## src/rtl/mem_stage_pkg.sv

```systemverilog
// Shared definitions for the MEM stage: instruction-type codes and helpers.
package mem_stage_pkg;

    localparam int INST_TYPE_W = 4;

    localparam logic [INST_TYPE_W-1:0] INST_NOP = 4'd0;
    localparam logic [INST_TYPE_W-1:0] INST_ALU = 4'd1;
    localparam logic [INST_TYPE_W-1:0] INST_LB  = 4'd2;
    localparam logic [INST_TYPE_W-1:0] INST_LH  = 4'd3;
    localparam logic [INST_TYPE_W-1:0] INST_LW  = 4'd4;
    localparam logic [INST_TYPE_W-1:0] INST_LBU = 4'd5;
    localparam logic [INST_TYPE_W-1:0] INST_LHU = 4'd6;
    localparam logic [INST_TYPE_W-1:0] INST_SB  = 4'd7;
    localparam logic [INST_TYPE_W-1:0] INST_SH  = 4'd8;
    localparam logic [INST_TYPE_W-1:0] INST_SW  = 4'd9;

    localparam logic [31:0] ZERO_WORD = 32'h0000_0000;

    // Index of the last byte of an access (access size minus one).
    function automatic logic [1:0] access_last(input logic [INST_TYPE_W-1:0] inst_type);
        case (inst_type)
            INST_LB, INST_LBU, INST_SB: access_last = 2'd0;
            INST_LH, INST_LHU, INST_SH: access_last = 2'd1;
            default:                    access_last = 2'd3;
        endcase
    endfunction

endpackage

```

## src/rtl/mem_stage_load_ext.sv

```systemverilog
// Sign/zero extension of an assembled little-endian load word.
module load_ext
    import mem_stage_pkg::*;
(
    input  logic [31:0]            raw,
    input  logic [INST_TYPE_W-1:0] inst_type,
    output logic [31:0]            result
);

    // Pick the extension by load type; word loads pass through untouched.
    always_comb begin
        result = raw;
        case (inst_type)
            INST_LB:  result = {{24{raw[7]}}, raw[7:0]};
            INST_LH:  result = {{16{raw[15]}}, raw[15:0]};
            INST_LBU: result = {24'h0, raw[7:0]};
            INST_LHU: result = {16'h0, raw[15:0]};
            default:  result = raw;
        endcase
    end

endmodule

```

## src/rtl/mem_stage.sv

```systemverilog
// MEM pipeline stage: byte-serial loads/stores over a shared 8-bit RAM port,
// registered write-back, and a stall request while an access is in flight.
module mem_stage
    import mem_stage_pkg::*;
#(
    parameter int ADDR_W   = 32,
    parameter int READ_LAT = 1
) (
    input  logic                   clk_in,
    input  logic                   rst_in,
    input  logic                   rd_in,
    input  logic [4:0]             rd_addr_in,
    input  logic [31:0]            rd_val_in,
    input  logic [INST_TYPE_W-1:0] inst_type_in,
    input  logic                   load_in,
    input  logic                   store_in,
    input  logic [ADDR_W-1:0]      mem_addr_in,
    input  logic [31:0]            mem_val_in,
    output logic                   mem_req_out,
    input  logic                   mem_gnt_in,
    output logic [ADDR_W-1:0]      mem_a_out,
    output logic                   mem_wr_out,
    output logic [7:0]             mem_dout,
    input  logic [7:0]             mem_din,
    output logic                   wb_en_out,
    output logic [4:0]             wb_addr_out,
    output logic [31:0]            wb_val_out,
    output logic                   stallreq_from_mem
);

    typedef enum logic [1:0] {ST_IDLE, ST_RD, ST_WR, ST_DONE} state_e;

    state_e                 state_reg, state_next;
    logic [2:0]             cnt_reg;
    logic [1:0]             last_reg;
    logic [INST_TYPE_W-1:0] type_reg;
    logic                   rd_en_reg;
    logic [4:0]             rd_addr_reg;
    logic [23:0]            store_data_reg;
    logic [31:0]            load_data_reg;

    logic                   mem_op;
    logic                   busy;
    logic [2:0]             rd_last_cnt;
    logic                   sample;
    logic [1:0]             byte_idx;
    logic [31:0]            load_raw;
    logic [31:0]            load_result;

    assign mem_op      = load_in | store_in;
    // Read state lasts one extra cycle per unit of read latency beyond the last address.
    assign rd_last_cnt = {1'b0, last_reg} + 3'(READ_LAT);
    assign sample      = (state_reg == ST_RD) && (cnt_reg >= 3'(READ_LAT));
    assign byte_idx    = 2'(cnt_reg - 3'(READ_LAT));

    // Merge the byte arriving this cycle into its lane so the final byte is visible at once.
    genvar gi;
    generate
        for (gi = 0; gi < 4; gi++) begin : g_lane
            assign load_raw[8*gi +: 8] = (sample && (byte_idx == 2'(gi))) ? mem_din
                                                                          : load_data_reg[8*gi +: 8];
        end
    endgenerate

    load_ext u_load_ext (
        .raw       (load_raw),
        .inst_type (type_reg),
        .result    (load_result)
    );

    // State register.
    always_ff @(posedge clk_in or negedge rst_in) begin
        if (!rst_in) state_reg <= ST_IDLE;
        else         state_reg <= state_next;
    end

    // Next state plus RAM request / stall (both high exactly while an access is pending).
    always_comb begin
        state_next = state_reg;
        busy       = 1'b0;
        case (state_reg)
            ST_IDLE: begin
                busy = mem_op;
                if (mem_op && mem_gnt_in) state_next = load_in ? ST_RD : ST_WR;
            end
            ST_RD: begin
                busy = 1'b1;
                if (cnt_reg == rd_last_cnt) state_next = ST_DONE;
            end
            ST_WR: begin
                busy = 1'b1;
                if (cnt_reg[1:0] == last_reg) state_next = ST_DONE;
            end
            default: state_next = ST_IDLE;
        endcase
        mem_req_out       = busy & rst_in;
        stallreq_from_mem = busy & rst_in;
    end

    // Datapath: operand capture, RAM address/data sequencing and write-back.
    always_ff @(posedge clk_in or negedge rst_in) begin
        if (!rst_in) begin
            cnt_reg        <= '0;
            last_reg       <= '0;
            type_reg       <= INST_NOP;
            rd_en_reg      <= 1'b0;
            rd_addr_reg    <= '0;
            store_data_reg <= '0;
            load_data_reg  <= ZERO_WORD;
            mem_a_out      <= '0;
            mem_wr_out     <= 1'b0;
            mem_dout       <= '0;
            wb_en_out      <= 1'b0;
            wb_addr_out    <= '0;
            wb_val_out     <= ZERO_WORD;
        end else begin
            case (state_reg)
                ST_IDLE: begin
                    if (mem_op) begin
                        wb_en_out <= 1'b0;
                        if (mem_gnt_in) begin
                            type_reg       <= inst_type_in;
                            last_reg       <= access_last(inst_type_in);
                            rd_en_reg      <= rd_in;
                            rd_addr_reg    <= rd_addr_in;
                            store_data_reg <= mem_val_in[31:8];
                            load_data_reg  <= ZERO_WORD;
                            cnt_reg        <= '0;
                            mem_a_out      <= mem_addr_in;
                            mem_wr_out     <= ~load_in;
                            mem_dout       <= mem_val_in[7:0];
                        end
                    end else begin
                        wb_en_out   <= rd_in;
                        wb_addr_out <= rd_addr_in;
                        wb_val_out  <= rd_val_in;
                    end
                end
                ST_RD: begin
                    cnt_reg       <= cnt_reg + 3'd1;
                    load_data_reg <= load_raw;
                    if (cnt_reg < {1'b0, last_reg}) mem_a_out <= mem_a_out + 1'b1;
                    if (cnt_reg == rd_last_cnt) begin
                        wb_en_out   <= rd_en_reg;
                        wb_addr_out <= rd_addr_reg;
                        wb_val_out  <= load_result;
                    end
                end
                ST_WR: begin
                    cnt_reg <= cnt_reg + 3'd1;
                    if (cnt_reg[1:0] == last_reg) begin
                        mem_wr_out <= 1'b0;
                    end else begin
                        mem_a_out      <= mem_a_out + 1'b1;
                        mem_dout       <= store_data_reg[7:0];
                        store_data_reg <= {8'h00, store_data_reg[23:8]};
                    end
                end
                default: begin
                    wb_en_out  <= 1'b0;
                    mem_wr_out <= 1'b0;
                end
            endcase
        end
    end

endmodule

```

## config.mk

```make
export PLATFORM = sky130hd
export DESIGN_NAME = mem_stage
export DESIGN_NICKNAME = d
export VERILOG_FILES = /design/src/rtl/mem_stage_pkg.sv /design/src/rtl/mem_stage_load_ext.sv /design/src/rtl/mem_stage.sv
export SDC_FILE = /design/constraint.sdc
export NUM_CORES = 1
export LEC_CHECK = 0
export ABC_AREA = 1
export BUFFER_PORTS_ARGS = -buffer_cell sky130_fd_sc_hd__buf_2
export CORE_MARGIN = 3
export CORE_UTILIZATION = 28
export DETAILED_ROUTE_END_ITERATION = 10
export SYNTH_ARGS = -nofsm -noshare
export SYNTH_HDL_FRONTEND = slang
export SYNTH_SLANG_ARGS = --single-unit
export TNS_END_PERCENT = 50
```

## constraint.sdc

```tcl
create_clock -name clk_in -period 2.4 [get_ports clk_in]
set_clock_uncertainty 0.05 [all_clocks]
set_input_delay 0.12 -clock clk_in [delete_from_list [all_inputs] [get_ports clk_in]]
set_output_delay 0.12 -clock clk_in [all_outputs]
set_load 0.01 [all_outputs]
```

After elaboration in Yosys (flattened, before gate mapping). Index checks and enable logic that the tools add are counted.

$add $sub $neg: 4. Multipliers: 0. Div/mod/pow operators: 0. $lt $le $gt $ge: 2. Equality and inequality tests: 25. Shift operators: 0. Mux-type cells: 44. Bitwise gates (word level): 5. Reduce and logical (&&, ||, !) cells: 24.

Operators by type and width (count): $mux 32 (8); $pmux 32 s2 (2); $pmux 32 s4 (1); $pmux 32 s3 (1); $mux 24 (3); $mux 8 (7); $pmux 24 s2 (1); $add 32x1->32 const B (1); $eq 4x3->1 const B (5); $eq 4x2->1 const B (4); $pmux 8 s2 (1); $reduce_and 3->1 (5); $ne 2x2->1 const B (6); $mux 5 (2); $pmux 5 s2 (1); $mux 2 (4); $reduce_and 4->1 (2); $eq 2x2->1 const B (3); $logic_and 1x1->1 (6); $mux 3 (2); $pmux 1 s3 (2); $pmux 2 s3 (1); $pmux 3 s2 (1); $reduce_bool 2->1 (3); other kinds (22) (32).

Flip-flop bits (word level): 152. Latch bits: 0. Bits in writable memories: 0. Memory bits (read-only): 0. Bits of input ports: 119. Output and inout port bits: 81. Word-level logic and storage cells: 118. Memories kept: 0.

Logic depth before layout (Yosys ltp). Gate-level depths: netlist (run 1).

Depth after elaboration: 7. Gate-level depth with buffers: 13. Mapped depth without buffers: 11.

Modules after synthesis. A second synthesis (run 1) with hierarchy kept.

Cell total of the unflattened synthesis: 1305. Area, all modules: 9083.7 um^2.

Modules (own cells, without submodules): mem_stage (instances 1, cells each 1224, area each 8630.8 um^2, seq. area each 3803.6 um^2); load_ext (instances 1, cells each 81, area each 452.9 um^2, seq. area each 0.0 um^2).

Worst setup path after synthesis (run 1). OpenSTA, ideal clock, no wires.

Path kind: register to output. Start point: register state_reg[0]. End point: output stallreq_from_mem. Arrival time: 1.727 ns. Required time: 2.230 ns. Slack: 0.503 ns. Stages on the path, launching flop included: 8. Path buffers: 3. Cell sequence: dfrtp_1 inv_1 ha_1 clkbuf_1 buf_1 o21ai_0 nor2_1 buf_4.

Cells in the longest elaborated chain, start to end: 4. Elaborated cells on any way between the ends: 6. Those cells by class: eq/ne: 2; mux: 1; bitwise: 1; reduce/logical: 2.

RTL lines: start, declared (line mem_stage.sv:33) `state_e state_reg, state_next;`; start signal, assigned (line mem_stage.sv:74) `else state_reg <= state_next;`; $eq 2x1->1 or $eq 2x2->1 (tied branches) (line mem_stage.sv:81) `case (state_reg)`; $reduce_or 2->1 (no line); $pmux 1 s2 * (line mem_stage.sv:81); $and 1x1->1 *; end, declared (line mem_stage.sv:28) `output logic stallreq_from_mem`.

Every way passes the cells marked *; elsewhere a longest branch is shown, timed or not.

Final worst setup path (run 1).
Start point: register state_reg[1]. End point: register load_data_reg[4].

Cells in the longest elaborated chain, start to end: 5. Elaborated cells on any way between the ends: 10. Those cells by class: eq/ne: 3; mux: 2; reduce/logical: 5.

RTL lines: $eq 2x1->1 (line mem_stage.sv:53, mem_stage.sv:117); $logic_and 1x1->1 (line mem_stage.sv:53) `assign sample = (state_reg == ST_RD) && (cnt_reg >= 3'(READ_LAT));`; $logic_and 1x1->1 (line mem_stage.sv:60) `assign load_raw[8*gi +: 8] = (sample && (byte_idx == 2'(gi))) ? mem_din`; $mux 8 (line mem_stage.sv:60); $pmux 32 s2 (line mem_stage.sv:117) `case (state_reg)`; end signal, assigned (line mem_stage.sv:141) `load_data_reg <= load_raw;`; end, declared (line mem_stage.sv:40) `logic [31:0] load_data_reg;`.

Several ways; a longest one is shown, not always the timed one. A chain may end at the register's enable or synchronous reset.

==> flow_summary.json, run 1 <==
{
  "status": "completed",
  "slowest_stage": "nor2_4",
  "cts_buffer_depth": 2,
  "h-tree-depth": 4,
  "ys_seq_area_frac": 0.4350,
  "drtAntennaViolNets": 0,
  "rows": 64,
  "synth.net_count": 1403,
  "gr-usage-all-layers": 0.1641,
  "grt_max_degree": 138,
  "crit_required_ns": 2.66,
  "synth-xor-area-share": 0.003005,
  "cts.sinks": 152,
  "synth-edff-count": 0,
  "gr-total-overflow": 0,
  "grt_pass1_vias": 8830,
  "critPathTopFamily": "simple AND/OR/NAND/NOR gates",
  "hold_path_class": "primary input to flip-flop",
  "drive_gt1_frac": 0.1727,
  "rr_startpoint": "state_reg[1]",
  "rsz0062_at_grt": "no",
  "period_share": 0.9077,
  "vias_per_cell": 4.629,
  "cp_num_buf_inv": 2,
  "yosys-top-cells-area": "dfrtp_1 44%, nand2_1 20%, nor2_1 7.4%",
  "post-route-util": 0.3846,
  "antenna_found_initial": 3,
  "synthFlopType": "dfrtp_1",
  "timing_worst_setup_path_type": "flip-flop to flip-flop",
  "cap_violations": 0,
  "setup_viol": 0,
  "p_total_mw": 16.17,
  "area_growth_pct": 34.90,
  "fillers": 3199,
  "period_needed_ns": 2.178,
  "yosys.area.top_type": "dfrtp_1",
  "synth_top_family_by_area": "simple AND/OR/NAND/NOR gates",
  "worstSkewPairLatency_ns": 0.44,
  "path_cells": "inv_1 -> ha_2 -> nor2_1 -> nor2_4 -> inv_2 -> nand2_1 -> o21ai_0",
  "path_max_fanout": 23,
  "die_y_um": 182.7,
  "dr_total_vias": 9073,
  "irDropWorstVdd_v": 0.001006,
  "synth.area.mux_share": 0,
  "fmax_ghz": 0.4591,
  "power_density_nw_per_um2": 1371,
  "final-seq-area_um2": 3804,
  "finalSetupTns_ns": 0,
  "hpwlAfterDp_mm": 18.84,
  "cts_buffers": 17,
  "drt_iter0_drc": 623,
  "synthArstFlopShare": 1.000,
  "clkTransAtPathRegs_ns": 0.07,
  "slew_headroom": 0.4798,
  "ys_ff_latch": 152,
  "routed_wl_mm": 27.34,
  "synthSimpleGateAreaFrac": 0.3506,
  "cts_tree": "done",
  "synth_cells": 1271,
  "final-hold-violation-count": 0,
  "critPathLaunch": "state_reg[1]",
  "leakagePower_nw": 5.916,
  "synth_adder_area_share": 0.01860,
  "yosysTopAreaCellShare": 0.4350,
  "synth_common_cells": "469 x nand2_1, 173 x nor2_1, 152 x dfrtp_1",
  "ys_types": 36,
  "fp.dieW_um": 182.7,
  "synthMostInstantiatedCell": "nand2_1",
  "cpPeakStageDelay_ns": 0.44,
  "start_kind": "flip-flop",
  "route.detailed.drc": 0,
  "dr.pass1.iters": 5,
  "synth-compound-area-share": 0.1129,
  "worst_pin_slew_ns": 0.7803,
  "core-area_um2": 30670,
  "crit_arrival_ns": 2.44,
  "hp-start": "rd_val_in[25]",
  "syn_area_um2": 8743,
  "dieArea_um2": 33380,
  "slew_viol_final": 0,
  "worst_setup_path_end_kind": "flip-flop",
  "post_cts_buffers": 0,
  "nets": 1682,
  "start_util": 0.2851,
  "wl_per_cell_um": 13.95,
  "grt_pass1_wl_mm": 44.38,
  "multi_input_area_um2": 4255,
  "gp_congestion": 0.8784,
  "port_buffers": 199,
  "ys_warn_count": 0,
  "avgSynthCellArea_um2": 6.879,
  "io_pins": 200,
  "cts_root_buf": "clkbuf_16"
}
## final cells by class
cell class | count | share of cell area
diodes | 1 | 0.0002122
inverters | 107 | 0.03405
multi-input cells | 953 | 0.3608
repair buffers | 319 | 0.1893
flip-flops and latches | 152 | 0.3225
well taps | 396 | 0.04201
clock inverters | 15 | 0.01506
clock buffers | 17 | 0.03607
## cell usage in the layout, fill, tap and decap left out, drive strengths merged, types with 2 or more instances in the layout
cell type      n
nand3b         2
dlygate4sd3  102
nand3         92
inv          116
nor2         176
nor3           3
bufinv         2
nand2        470
o211ai         9
a21oi         25
o21a           8
nand4         20
clkbuf        17
clkinv         2
dfrtp        152
o21ai        111
xor2           2
o22ai         17
buf          217
ha            13
clkinvlp       2
## what timing repair did
action,CTS,global route
hold endpoints to repair,138,0
resized for setup,0,2
hold buffers,102,0
setup endpoints to repair,0,4
## final timing paths
| check | endpoint | slack, ns | cells past startpoint |
|---|---|---|---|
| min reg2reg | wb_val_out[12] | 0.42 | 2 |
| min | wb_val_out[25] | 0.01 | 5 |
| max in group asynchronous | load_data_reg[14] | 1.24 | 3 |
| max reg2reg | load_data_reg[4] | 0.22 | 7 |
| min in group asynchronous | load_data_reg[1] | 0.05 | 2 |
| max | load_data_reg[4] | 0.22 | 7 |
## routing by layer
metal,up-vias,global-route usage,part of all wire
li1,4603,-,-
met1,4168,0.2135,0.45
met2,259,0.2768,0.47
met3,39,0.03608,0.059
met4,4,0.04357,0.016
met5,-,0,0.00099
## cell families after synthesis
group,after synthesis
buf+inv,166
fa+ha+maj,13
xor+xnor,3
simple gates,763
flops,152
compound gates,174
## worst reg2reg max path: stages (launching register included)
cell and delay, ns:
dfrtp_1 0.42, inv_1 0.10, ha_2 0.41, nor2_1 0.16
nor2_4 0.44, inv_2 0.29, nand2_1 0.11, o21ai_0 0.09
## per-stage QoR
stage                     std cells  hold slack, ns  cell area (um^2)  setup WS, ns
after floorplan                1271         -0.2256              8743        0.5033
after global placement         1825        -0.07010             10160        0.1816
after detailed placement       1825        -0.06827             10160        0.1610
after CTS                      1959        0.006105             11790        0.1339
after global routing           1960         0.03907             11800       0.02095
final                          1960         0.01136             11800        0.2216
## report_power, final
part / leakage (nW) / internal [mW] / switching (mW)
Combinational: 3.71 / 3.08 / 5.64
Clock: 0.293 / 1.58 / 1.26
Sequential: 1.91 / 3.76 / 0.849
Total: 5.92 / 8.42 / 7.75
Power figures use the tool's default switching activity.
==> run 2: changes to the inputs <==
- BUFFER_PORTS_ARGS: -buffer_cell sky130_fd_sc_hd__buf_2 -> not set
- CORE_UTILIZATION: 28 -> 30
- CTS_CLUSTER_DIAMETER: not set -> 80
- DONT_BUFFER_PORTS: not set -> 1
==> run 2 against run 1 <==
Net effect: the flow now finishes with violations (negative hold slack); utilization down 0.067 points; via count down 7.7%; sequential power up 10%; total power down 3.8%; count of clock-buffer cells in the layout unchanged; flip-flop and latch count unchanged; register-to-register slack worse by 0.02 ns; cell area down 8.1%; clock power up 2%; worst setup slack worse by 0.016 ns.
==> flow_summary.json, run 2 (same netlist as run 1, synthesis figures left out) <==
{
  "hold_buffers": 108,
  "h-tree-depth": 4,
  "cap_violations": 0,
  "area_growth_pct": 24.00,
  "cts_buffers": 17,
  "antenna_found_initial": 4,
  "fillers": 2945,
  "whs_ns": -0.6350,
  "die_y_um": 176.7,
  "irDropWorstVdd_v": 0.0007643,
  "stdcell_area_um2": 10840,
  "timing_worst_setup_path_type": "flip-flop to flip-flop",
  "worst_setup_path_end_kind": "flip-flop",
  "gp_congestion": 0.8641,
  "drive_gt1_frac": 0.04967,
  "grt_pass1_wl_mm": 42.61,
  "io_pins": 200,
  "setup_viol": 0,
  "nets": 1488,
  "drtAntennaViolNets": 0,
  "finalSetupTns_ns": 0,
  "dr.pass1.iters": 5,
  "start_util": 0.3096,
  "grt_pass1_vias": 8185,
  "gr-total-overflow": 0,
  "gr-usage-all-layers": 0.1688,
  "period_needed_ns": 2.194,
  "cpPeakStageDelay_ns": 0.43,
  "final-hold-violation-count": 152,
  "cts_root_buf": "clkbuf_16",
  "post-route-util": 0.3839,
  "p_total_mw": 15.55,
  "port_buffers": 0,
  "core-area_um2": 28240,
  "crit_required_ns": 2.72,
  "dpl-instance-area_um2": 9110,
  "violations": "negative hold slack",
  "fp.dieW_um": 176.7,
  "slew_viol_final": 0,
  "slew_headroom": 0.5424,
  "rsz0062_at_grt": "no",
  "crit_top_cell": "nand2_1",
  "r2r_end": "wb_val_out[25]",
  "rows": 61,
  "grt_max_degree": 154,
  "path_cells": "inv_1 -> ha_1 -> nand3b_1 -> o21ai_1 -> nand2_4 -> buf_12 -> nor2_1 -> nand2_1 -> nand2_1",
  "status": "finished with violations",
  "start_kind": "flip-flop",
  "hold_path_class": "primary input to asynchronous set/reset pin",
  "path_max_fanout": 54,
  "cts_tree": "done",
  "vias_per_cell": 4.784,
  "period_share": 0.9143,
  "slowest_stage": "dfrtp_1",
  "dr_total_vias": 8377,
  "reg2reg_depth": 9,
  "cts_buffer_depth": 2,
  "dieArea_um2": 31230,
  "drt_iter0_drc": 570,
  "clkTransAtPathRegs_ns": 0.07,
  "routed_wl_mm": 26.05,
  "power_density_nw_per_um2": 1434,
  "final_common_cell": "nand2_1",
  "crit_arrival_ns": 2.51,
  "hpwlAfterDp_mm": 17.76,
  "worstSkewPairLatency_ns": 0.43,
  "r2r_setup_slack_ns": 0.21,
  "wl_per_cell_um": 14.88,
  "layout_common_cells": "468 x nand2_1, 173 x nor2_1, 152 x dfrtp_1, 108 x dlygate4sd3_1, 105 x o21ai_0",
  "worst_pin_slew_ns": 0.6864,
  "fmax_ghz": 0.4557,
  "cts.sinks": 152,
  "rr_startpoint": "cnt_reg[0]",
  "leakagePower_nw": 5.142,
  "route.detailed.drc": 0
}
## run 2: cell count changes in the layout (fill, tap and decap cells not counted), moves of 2 or more
cell / before / now
buf_2: 198 / 0
clkinvlp_4: 2 / 0
diode_2: 1 / 4
dlygate4sd3_1: 102 / 108
## run 2: metrics by stage
| step | setup slack (ns) | hold WS (ns) | cells |
|---|---|---|---|
| global placement | 0.2564 | -0.2091 | 1606 |
| global route | 0.003256 | -0.6966 | 1751 |
| CTS | 0.1524 | -0.6796 | 1746 |
| finish | 0.2057 | -0.6350 | 1751 |
| detailed placement | 0.1588 | -0.2086 | 1606 |
| floorplan | 0.5033 | -0.2256 | 1271 |
## run 2: worst max path at each step
stage            startpoint                end  slack [ns]  depth (start not counted)
5_1_grt          cnt_reg[0]     wb_val_out[25]       0.003                          9
2_1_floorplan  state_reg[0]  stallreq_from_mem        0.50                          7
6_report         cnt_reg[0]     wb_val_out[25]        0.21                          9
3_5_place_dp     cnt_reg[0]     wb_val_out[10]        0.16                          9
4_1_cts          cnt_reg[0]     wb_val_out[10]        0.15                          9
3_3_place_gp     cnt_reg[0]     wb_val_out[10]        0.26                          9
## run 2: worst max-delay path, delay by kind of cell (launching register included)
family                     cells  cell delay [ns]
AOI/OAI and AO/OA              1             0.32
adders and majority gates      1             0.34
buffers and inverters          2             0.38
DFF                            1             0.43
and+or+nand+nor                5             0.61
## run 2: area by class of cell
type | instances | area [um^2] | area share
clock inverters | 15 | 202.7 | 0.01870
well taps | 378 | 473.0 | 0.04362
multi-input cells | 953 | 4254 | 0.3924
diodes | 4 | 10.01 | 0.0009233
flip-flops and latches | 152 | 3804 | 0.3508
repair buffers | 125 | 1271 | 0.1173
clock buffers | 17 | 425.4 | 0.03924
inverters | 107 | 401.6 | 0.03705
## run 2: repair_timing
item / CTS / global route
resized for setup: 0 / 1
endpoints found under the setup margin: 0 / 10
hold endpoints to repair: 269 / 152
setup buffers: 0 / 1
## run 2: where the power goes
part           leakage, nW  switching [mW]  internal [mW]
Combinational         2.92            5.01           2.54
Sequential            1.91            1.33           3.76
Clock                0.312            1.22           1.69
## run 2: routing by layer
metal / vias to the layer above / GRT usage / routed length [um]
li1: 4217 / - / -
met1: 3890 / 0.2141 / 11610
met2: 252 / 0.2894 / 12380
met3: 18 / 0.04891 / 1847
met4: 0 / 0.03044 / 219
met5: - / 0 / 0
==> run 3: changes to the inputs <==
- CORE_ASPECT_RATIO: not set -> 2
==> run 3 against run 2 <==
Net effect: the run still ends with negative hold slack left; sequential power rose by 1%; cell area fell by 0.28%; count of clock-buffer cells in the layout rose by 2; register-to-register slack barely moved; first-iteration DRC count fell by 19%; utilization fell by 0.34 points; non-clock buffer count rose by 7; global-route usage rose by 0.67 points; clock power fell by 2%; highest routed layer unchanged.
==> flow_summary.json, run 3 (same netlist as run 1, synthesis figures left out) <==
{
  "status": "finished with violations",
  "violations": "negative hold slack",
  "irDropWorstVdd_v": 0.0007674,
  "start_kind": "flip-flop",
  "path_cells": "inv_1 -> ha_2 -> buf_12 -> o21ai_0 -> nor2_1 -> buf_4",
  "hpwlAfterDp_mm": 19.68,
  "h-tree-depth": 4,
  "drive_gt1_frac": 0.05451,
  "final_common_cell": "nand2_1",
  "period_share": 0.9173,
  "nets": 1495,
  "route.detailed.drc": 0,
  "drt_iter0_drc": 463,
  "core-area_um2": 28410,
  "cts.sinks": 152,
  "cts_buffer_depth": 2,
  "fmax_ghz": 0.4542,
  "grt_pass1_wl_mm": 43.73,
  "antenna_found_initial": 0,
  "rsz0062_at_grt": "no",
  "hold_path_class": "primary input to asynchronous set/reset pin",
  "cts_root_buf": "clkbuf_16",
  "crit_arrival_ns": 2.03,
  "dr.pass1.iters": 7,
  "cts_tree": "done",
  "cp.depth": 6,
  "worst_pin_slew_ns": 0.6701,
  "fp.dieW_um": 126.7,
  "period_needed_ns": 2.202,
  "fillers": 2893,
  "area_growth_pct": 23.65,
  "slowest_stage": "dfrtp_1",
  "cts_buffers": 17,
  "final-hold-violation-count": 152,
  "dr_total_vias": 8525,
  "dieArea_um2": 31350,
  "grt_max_degree": 154,
  "start_util": 0.3077,
  "rows": 87,
  "gr-usage-all-layers": 0.1755,
  "io_pins": 200,
  "whs_ns": -0.6748,
  "cp_num_buf_inv": 3,
  "reg2reg_depth": 9,
  "leakagePower_nw": 5.147,
  "layout_common_cells": "468 x nand2_1, 173 x nor2_1, 152 x dfrtp_1, 108 x dlygate4sd3_1, 105 x o21ai_0",
  "timing_worst_setup_path_type": "flip-flop to primary output",
  "grt_pass1_vias": 8379,
  "fin_ws_ns": 0.1984,
  "power_density_nw_per_um2": 1444,
  "hold_buffers": 108,
  "die_y_um": 247.4,
  "crit_required_ns": 2.23,
  "cap_violations": 0,
  "finalSetupTns_ns": 0,
  "gr-total-overflow": 0,
  "routed_wl_mm": 27.70,
  "clkTransAtPathRegs_ns": 0.07,
  "gp_congestion": 0.8795,
  "worstSkewPairLatency_ns": 0.44,
  "drtAntennaViolNets": 0,
  "port_buffers": 0,
  "diodes": 0,
  "final-seq-area_um2": 3804,
  "slew_viol_final": 0,
  "setup_viol": 0,
  "cpPeakStageDelay_ns": 0.40,
  "pre_cts_ws_ns": 0.1580,
  "critPathTopFamily": "buffers and inverters",
  "slew_headroom": 0.5526,
  "worst_setup_path_end_kind": "primary output",
  "multi_input_area_um2": 4249,
  "wl_per_cell_um": 15.99,
  "vias_per_cell": 4.922,
  "path_max_fanout": 63
}
run 3: cell count changes in the layout (fill, tap and decap cells not counted), moves of 2 or more:
cell,change
inv_6,-2
clkbuf_8,+2
buf_12,-2
diode_2,-4
clkinvlp_4,+3
buf_4,+8
run 3: stage by stage:
stage / cell area, um^2 / std cells / power (mW) / util
after floorplan: 8743 / 1271 / 10.64 / -
after global placement: 9080 / 1587 / 12.43 / 0.3196
after detailed placement: 9080 / 1587 / 12.62 / 0.3196
after CTS: 10770 / 1727 / 15.67 / 0.3791
after global routing: 10810 / 1732 / 17.11 / 0.3805
final: 10810 / 1732 / 15.62 / 0.3805
run 3: area by class of cell:
class / count / area share
multi-input cells: 953 / 0.3930
clock buffers: 19 / 0.04189
well taps: 356 / 0.04120
repair buffers: 132 / 0.1205
clock inverters: 13 / 0.01447
inverters: 107 / 0.03715
flip-flops and latches: 152 / 0.3518
run 3: power breakdown:
| group | internal [mW] | switching, mW | leakage (nW) | total [mW] |
|---|---|---|---|---|
| combinational | 2.57 | 5.05 | 2.94 | 7.63 |
| clock | 1.62 | 1.22 | 0.293 | 2.84 |
| sequential | 3.76 | 1.39 | 1.91 | 5.15 |
| total | 7.95 | 7.67 | 5.15 | 15.6 |
run 3: per-layer routing:
metal	wire (um)	vias to the layer above	part of all wire	global-route usage
li1	-	4230	-	-
met4	1083	0	0.039	0.08591
met1	10250	3978	0.37	0.1821
met2	15030	260	0.54	0.3302
met5	0	-	0	0
met3	1330	57	0.048	0.03618
run 3: worst reg2reg max path: stages (launching register included):
cell	delay [ns]
dfrtp_1	0.41
inv_1	0.10
ha_2	0.29
buf_4	0.38
nand4_1	0.18
nand3_1	0.13
buf_4	0.23
nand3_1	0.11
nand2_1	0.12
nand2_1	0.06
run 3: worst paths after layout:
path	start	endpoint	slack, ns
worst max-delay path	state_reg[1]	stallreq_from_mem	0.20
worst min-delay path	rst_in	mem_a_out[27]	-0.67
worst max register to register	state_reg[1]	wb_val_out[16]	0.22
worst min register to register	load_data_reg[11]	load_data_reg[11]	0.43
max in group asynchronous	rst_in	rd_addr_reg[3]	2.67
min in group clk_in	mem_din[5]	load_data_reg[21]	0.05
run 3: timing repair:
item / in CTS / in global routing
resized for setup: 0 / 1
buffers inserted: 0 / 5
setup endpoints to repair: 0 / 26
endpoints found under the hold margin: 269 / 152
